**src/rtl/riscv_pkg.sv**
```systemverilog
// Shared load/store constants, the LSU state type and the access legality check.
package riscv_pkg;

  localparam logic [6:0] OP_LOAD  = 7'b0000011;
  localparam logic [6:0] OP_STORE = 7'b0100011;

  localparam logic [2:0] F3_B  = 3'b000;
  localparam logic [2:0] F3_H  = 3'b001;
  localparam logic [2:0] F3_W  = 3'b010;
  localparam logic [2:0] F3_BU = 3'b100;
  localparam logic [2:0] F3_HU = 3'b101;

  typedef enum logic [1:0] {
    ST_IDLE   = 2'd0,
    ST_ACCESS = 2'd1,
    ST_DONE   = 2'd2,
    ST_FAULT  = 2'd3
  } lsu_state_t;

  // True when the access size code is legal for the direction and the address is naturally aligned.
  function automatic logic access_ok(input logic is_store, input logic [2:0] f3,
                                     input logic [1:0] addr_lo);
    logic ok;
    ok = 1'b1;
    if ((f3 == F3_H || f3 == F3_HU) && addr_lo[0]) ok = 1'b0;
    if (f3 == F3_W && addr_lo != 2'b00) ok = 1'b0;
    if (is_store) begin
      if (f3 >= 3'b011) ok = 1'b0;
    end else begin
      if (f3 == 3'b011 || f3 == 3'b110 || f3 == 3'b111) ok = 1'b0;
    end
    return ok;
  endfunction

endpackage

```
**src/rtl/lsu_align.sv**
```systemverilog
// Byte-lane steering for stores and lane selection plus sign/zero extension for loads.
module lsu_align
  import riscv_pkg::*;
(
  input  logic        is_store,
  input  logic [2:0]  funct3,
  input  logic [1:0]  addr_lo,
  input  logic [31:0] wdata,
  input  logic [31:0] mem_rdata,
  output logic [3:0]  be,
  output logic [31:0] wdata_lane,
  output logic [31:0] rdata_ext
);

  logic [7:0]  byte_sel;
  logic [15:0] half_sel;

  assign byte_sel = mem_rdata[{addr_lo, 3'b000} +: 8];
  assign half_sel = addr_lo[1] ? mem_rdata[31:16] : mem_rdata[15:0];

  // Store enables and replicated data; loads always read the whole word.
  always_comb begin
    be         = 4'b1111;
    wdata_lane = wdata;
    if (is_store) begin
      case (funct3)
        F3_B: begin
          be         = 4'b0001 << addr_lo;
          wdata_lane = {4{wdata[7:0]}};
        end
        F3_H: begin
          be         = addr_lo[1] ? 4'b1100 : 4'b0011;
          wdata_lane = {2{wdata[15:0]}};
        end
        default: ;
      endcase
    end
  end

  // Load result extension by access size.
  always_comb begin
    rdata_ext = mem_rdata;
    case (funct3)
      F3_B:    rdata_ext = {{24{byte_sel[7]}}, byte_sel};
      F3_BU:   rdata_ext = {24'd0, byte_sel};
      F3_H:    rdata_ext = {{16{half_sel[15]}}, half_sel};
      F3_HU:   rdata_ext = {16'd0, half_sel};
      default: rdata_ext = mem_rdata;
    endcase
  end

endmodule

```
**src/rtl/load_store_unit.sv**
```systemverilog
// Load/store sequencer: latches one request, runs a single memory handshake, reports done/fault.
//   state     | meaning
//   ST_IDLE   | waiting for an accepted start
//   ST_ACCESS | mem_req held until mem_ack
//   ST_DONE   | one-cycle completion pulse
//   ST_FAULT  | one-cycle completion with fault, no memory access
module load_store_unit
  import riscv_pkg::*;
(
  input  logic        clk,
  input  logic        rst_n,
  input  logic        start,
  input  logic [6:0]  opcode,
  input  logic [2:0]  funct3,
  input  logic [31:0] addr,
  input  logic [31:0] wdata,
  output logic        busy,
  output logic        done,
  output logic        fault,
  output logic [31:0] rdata,
  output logic        mem_req,
  output logic        mem_we,
  output logic [31:0] mem_addr,
  output logic [3:0]  mem_be,
  output logic [31:0] mem_wdata,
  input  logic [31:0] mem_rdata,
  input  logic        mem_ack
);

  lsu_state_t  state_q, state_d;
  logic [6:0]  opcode_q;
  logic [2:0]  funct3_q;
  logic [31:0] addr_q;
  logic [31:0] wdata_q;
  logic        store_q;
  logic        accept;
  logic        check_ok;
  logic [3:0]  be_lane;
  logic [31:0] rdata_ext;

  assign store_q  = (opcode_q == OP_STORE);
  assign accept   = (state_q == ST_IDLE) && start && (opcode == OP_LOAD || opcode == OP_STORE);
  assign check_ok = access_ok(opcode == OP_STORE, funct3, addr[1:0]);
  assign mem_addr = {addr_q[31:2], 2'b00};

  lsu_align u_align (
    .is_store   (store_q),
    .funct3     (funct3_q),
    .addr_lo    (addr_q[1:0]),
    .wdata      (wdata_q),
    .mem_rdata  (mem_rdata),
    .be         (be_lane),
    .wdata_lane (mem_wdata),
    .rdata_ext  (rdata_ext)
  );

  // State register.
  always_ff @(posedge clk) begin
    if (!rst_n) state_q <= ST_IDLE;
    else        state_q <= state_d;
  end

  // Next state and state-decoded outputs.
  always_comb begin
    state_d = state_q;
    busy    = 1'b0;
    done    = 1'b0;
    fault   = 1'b0;
    mem_req = 1'b0;
    mem_we  = 1'b0;
    mem_be  = 4'b0000;
    case (state_q)
      ST_IDLE: begin
        if (accept) state_d = check_ok ? ST_ACCESS : ST_FAULT;
      end
      ST_ACCESS: begin
        busy    = 1'b1;
        mem_req = 1'b1;
        mem_we  = store_q;
        mem_be  = be_lane;
        if (mem_ack) state_d = ST_DONE;
      end
      ST_DONE: begin
        busy    = 1'b1;
        done    = 1'b1;
        state_d = ST_IDLE;
      end
      ST_FAULT: begin
        busy    = 1'b1;
        done    = 1'b1;
        fault   = 1'b1;
        state_d = ST_IDLE;
      end
      default: state_d = ST_IDLE;
    endcase
  end

  // Operand latch, only on an accepted start so operands stay frozen during the access.
  always_ff @(posedge clk) begin
    if (!rst_n) begin
      opcode_q <= '0;
      funct3_q <= '0;
      addr_q   <= '0;
      wdata_q  <= '0;
    end else if (accept) begin
      opcode_q <= opcode;
      funct3_q <= funct3;
      addr_q   <= addr;
      wdata_q  <= wdata;
    end
  end

  // Load result: cleared on a faulting request, captured on the load's ack, otherwise held.
  always_ff @(posedge clk) begin
    if (!rst_n) begin
      rdata <= '0;
    end else if (accept && !check_ok) begin
      rdata <= '0;
    end else if (state_q == ST_ACCESS && mem_ack && !store_q) begin
      rdata <= rdata_ext;
    end
  end

endmodule

```
**config.mk**
```make
export PLATFORM = sky130hd
export DESIGN_NAME = load_store_unit
export DESIGN_NICKNAME = d
export VERILOG_FILES = /design/src/rtl/riscv_pkg.sv /design/src/rtl/lsu_align.sv /design/src/rtl/load_store_unit.sv
export SDC_FILE = /design/constraint.sdc
export NUM_CORES = 1
export LEC_CHECK = 0
export CAP_MARGIN = 5
export CORE_MARGIN = 10
export CORE_UTILIZATION = 30
export CTS_BUF_LIST = sky130_fd_sc_hd__clkbuf_2
export DETAILED_ROUTE_END_ITERATION = 10
export MAX_ROUTING_LAYER = met4
export PLACE_DENSITY_LB_ADDON = 0.12
export RECOVER_POWER = 25
export REMOVE_ABC_BUFFERS = 1
export SYNTH_ARGS = -nofsm -noshare
export SYNTH_HDL_FRONTEND = slang
export SYNTH_SLANG_ARGS = --single-unit
```
**constraint.sdc**
```tcl
create_clock -name clk -period 2.5 [get_ports clk]
set_input_delay 0.5 -clock clk [delete_from_list [all_inputs] [get_ports clk]]
set_output_delay 0.5 -clock clk [all_outputs]
set_load 0.05 [all_outputs]
```
==> metrics.cfg <==
[timing]
fin_hold_ws_ps = 354.8
fin_ws_ps = -714.4
rsz0062_at_grt = true
fmax_mhz = 311.1
relSlewSlack = 0.4867
finClkSkew_ps = 27.74
hold_violations = 0
max_slew.worst_pin.slew_ps = 769.9
setup_viol_count_final = 61
fin_crit_sh = 1.286
finalCriticalPeriod_ps = 3214
slew_viol_final = 0

[floorplan]
initial_core_util = 0.3091
coreArea_um2 = 17420
die_h_um = 154.0
die_w_um = 154.0
io_pins = 215
row_count = 48
dieArea_um2 = 23710

[clocking]
htree_levels = 3
cts_hold_buf = 0
cts_root_buf = clkbuf_2
clock_sinks = 108
numCtsBuffers = 9
cts_tree = done
clk_pin_slew_ps = 340
clk-insertion-delay-late_ps = 640
clk_path_buf_depth = 2

[layout]
final_common_cell = nand2_1
nNetsFinal = 946
fin_util = 0.4580
final_cell_count_no_fill = 1067
area_growth_pct = 48.15
final_cell_mix = nand2_1, clkdlybuf4s50_1, dfxtp_1
layout-drive-gt1-share = 0.1320
final_area_um2 = 7976

[global_routing]
track_usage = 0.1515
grt_max_degree = 73
grt_pass1_vias = 5407
antenna_found_initial = 1
grt_pass1_wl_um = 28700
overflow = 0

[synth]
synthArstFlopShare = 0
netlist_instances = 673
ys_types = 49
yosys_warnings = 0
synth_edf_count = 0
ys_ff_latch = 108
synth_flop_cell = dfxtp_1
syn_avg_cell_area_um2 = 8.000
synth_area_um2 = 5384
ys_seq_area_frac = 0.4016

[run]
cap_violations = 0

[outcome]
outcome = finished, violations left
failed_checks = setup timing

[placement]
port_buffers = 212
hpwlAfterDp_um = 13460
placedCellCount = 1048
dpl-instance-area_um2 = 7720
place_congestion = 0.8266

[critical_path]
arrival_ps = 2710
path_class = flip-flop to output port
endpoint_kind = output port
crit_fanout = 8
critPathLaunchType = flip-flop
cp.required_ps = 2000

[pwr]
p_leak_nw = 3.288
peakVddDrop_mv = 0.2837
power_density_nw_per_um2 = 367.3

[detailed_routing]
wire_per_inst_um = 17.05
vias = 5170
dr.pass1.iters = 7
first_iter_violations = 211
ant_nets = 0
drc = 0
routed_wl_um = 18190
viasPerCell = 4.845

[min_path]
hold_path.class = input pin to flip-flop

-- final timing paths --
path	from	end	slack, ps	cells after the start
max	opcode_q[2]	mem_wdata[15]	-710	8
min	wdata[10]	wdata_q[10]	350	3
max reg2reg	state_q[1]	wdata_q[16]	240	6
min reg2reg	addr_q[18]	addr_q[18]	480	2
-- routing by layer --
layer | GRT usage | wire length [um]
met1 | 0.1641 | 7652
met2 | 0.2451 | 8529
met3 | 0.07755 | 1740
met4 | 0.03014 | 266
met5 | - | 0
-- what timing repair did --
action / 4_1_cts / 5_1_grt
pin swaps: 2 / 2
gates resized for setup: 26 / 54
endpoints found under the setup margin: 39 / 60
buffers inserted: 2 / 1
-- per-stage QoR --
step	setup WS (ps)	setup TNS, ps	total power [mW]
after global placement	-276.9	-19500	2.110
after detailed placement	-269.9	-17160	2.113
final	-714.4	-18810	2.930
after floorplan	-2486	-202330	1.862
after CTS	-824.0	-21870	2.989
after global routing	-914.3	-29810	3.074
-- registers in the layout (all words and copies together), names as in the netlist --
register,count
wdata_q,32
rdata,32
funct3_q,3
addr_q,32
opcode_q,7
state_q,2
-- Yosys cell counts (2+ instances only) --
| library cell | instances | share of area |
|---|---|---|
| mux2i_1 | 11 | 0.020 |
| o21a_1 | 4 | 0.0056 |
| nor3_1 | 25 | 0.023 |
| o21bai_1 | 5 | 0.0070 |
| or3_1 | 2 | 0.0023 |
| a221oi_1 | 2 | 0.0033 |
| o22ai_1 | 3 | 0.0035 |
| and3b_1 | 5 | 0.0081 |
| a2bb2oi_1 | 3 | 0.0049 |
| nor2b_1 | 9 | 0.010 |
| buf_2 | 2 | 0.0019 |
| and3_1 | 7 | 0.0081 |
| buf_6 | 3 | 0.0063 |
| nand3b_1 | 5 | 0.0070 |
| a21boi_0 | 69 | 0.096 |
| nand2b_1 | 3 | 0.0035 |
| dfxtp_1 | 108 | 0.40 |
| inv_1 | 5 | 0.0035 |
| mux2_2 | 20 | 0.042 |
| o21ai_0 | 15 | 0.014 |
| a22oi_1 | 3 | 0.0042 |
| a21oi_1 | 17 | 0.016 |
| clkbuf_1 | 48 | 0.033 |
| nor2_1 | 45 | 0.031 |
| a211oi_1 | 24 | 0.033 |
| buf_4 | 40 | 0.056 |
| nor4_1 | 2 | 0.0023 |
| nand2_1 | 160 | 0.11 |
| nand3_1 | 8 | 0.0074 |
-- area by class of cell --
| type | instances | area [um2] |
|---|---|---|
| Timing Repair Buffer | 245 | 2638 |
| Inverter | 5 | 18.77 |
| Sequential cell | 108 | 2165 |
| Clock buffer | 9 | 45.04 |
| Clock inverter | 7 | 76.32 |
| Fill cell | 1709 | 9440 |
| Antenna cell | 1 | 2.502 |
| Tap cell | 225 | 281.5 |
| Multi-Input combinational cell | 467 | 2750 |
-- worst max-delay path, stage by stage, from the launching register on --
cell     delay (ps)
dfxtp_2         400
nor4b_2         250
buf_4           150
nand4_1         130
or3_4           420
nor2_4          120
buf_12          150
mux2_4          320
buf_8           150
-- power by group --
group / switching, mW / internal, mW
combinational: 0.134 / 0.207
clock: 0.672 / 0.173
sequential: 0.00470 / 1.74
-- cells by family after synthesis --
logic type      Yosys count  synth area share
other cells               1         0.0006965
simple gates            282            0.2324
compound gates          151            0.1973
flops                   108            0.4016
mux                      32           0.06647
buf+inv                  99            0.1016
No activity file was read; power rests on OpenSTA's default activity.
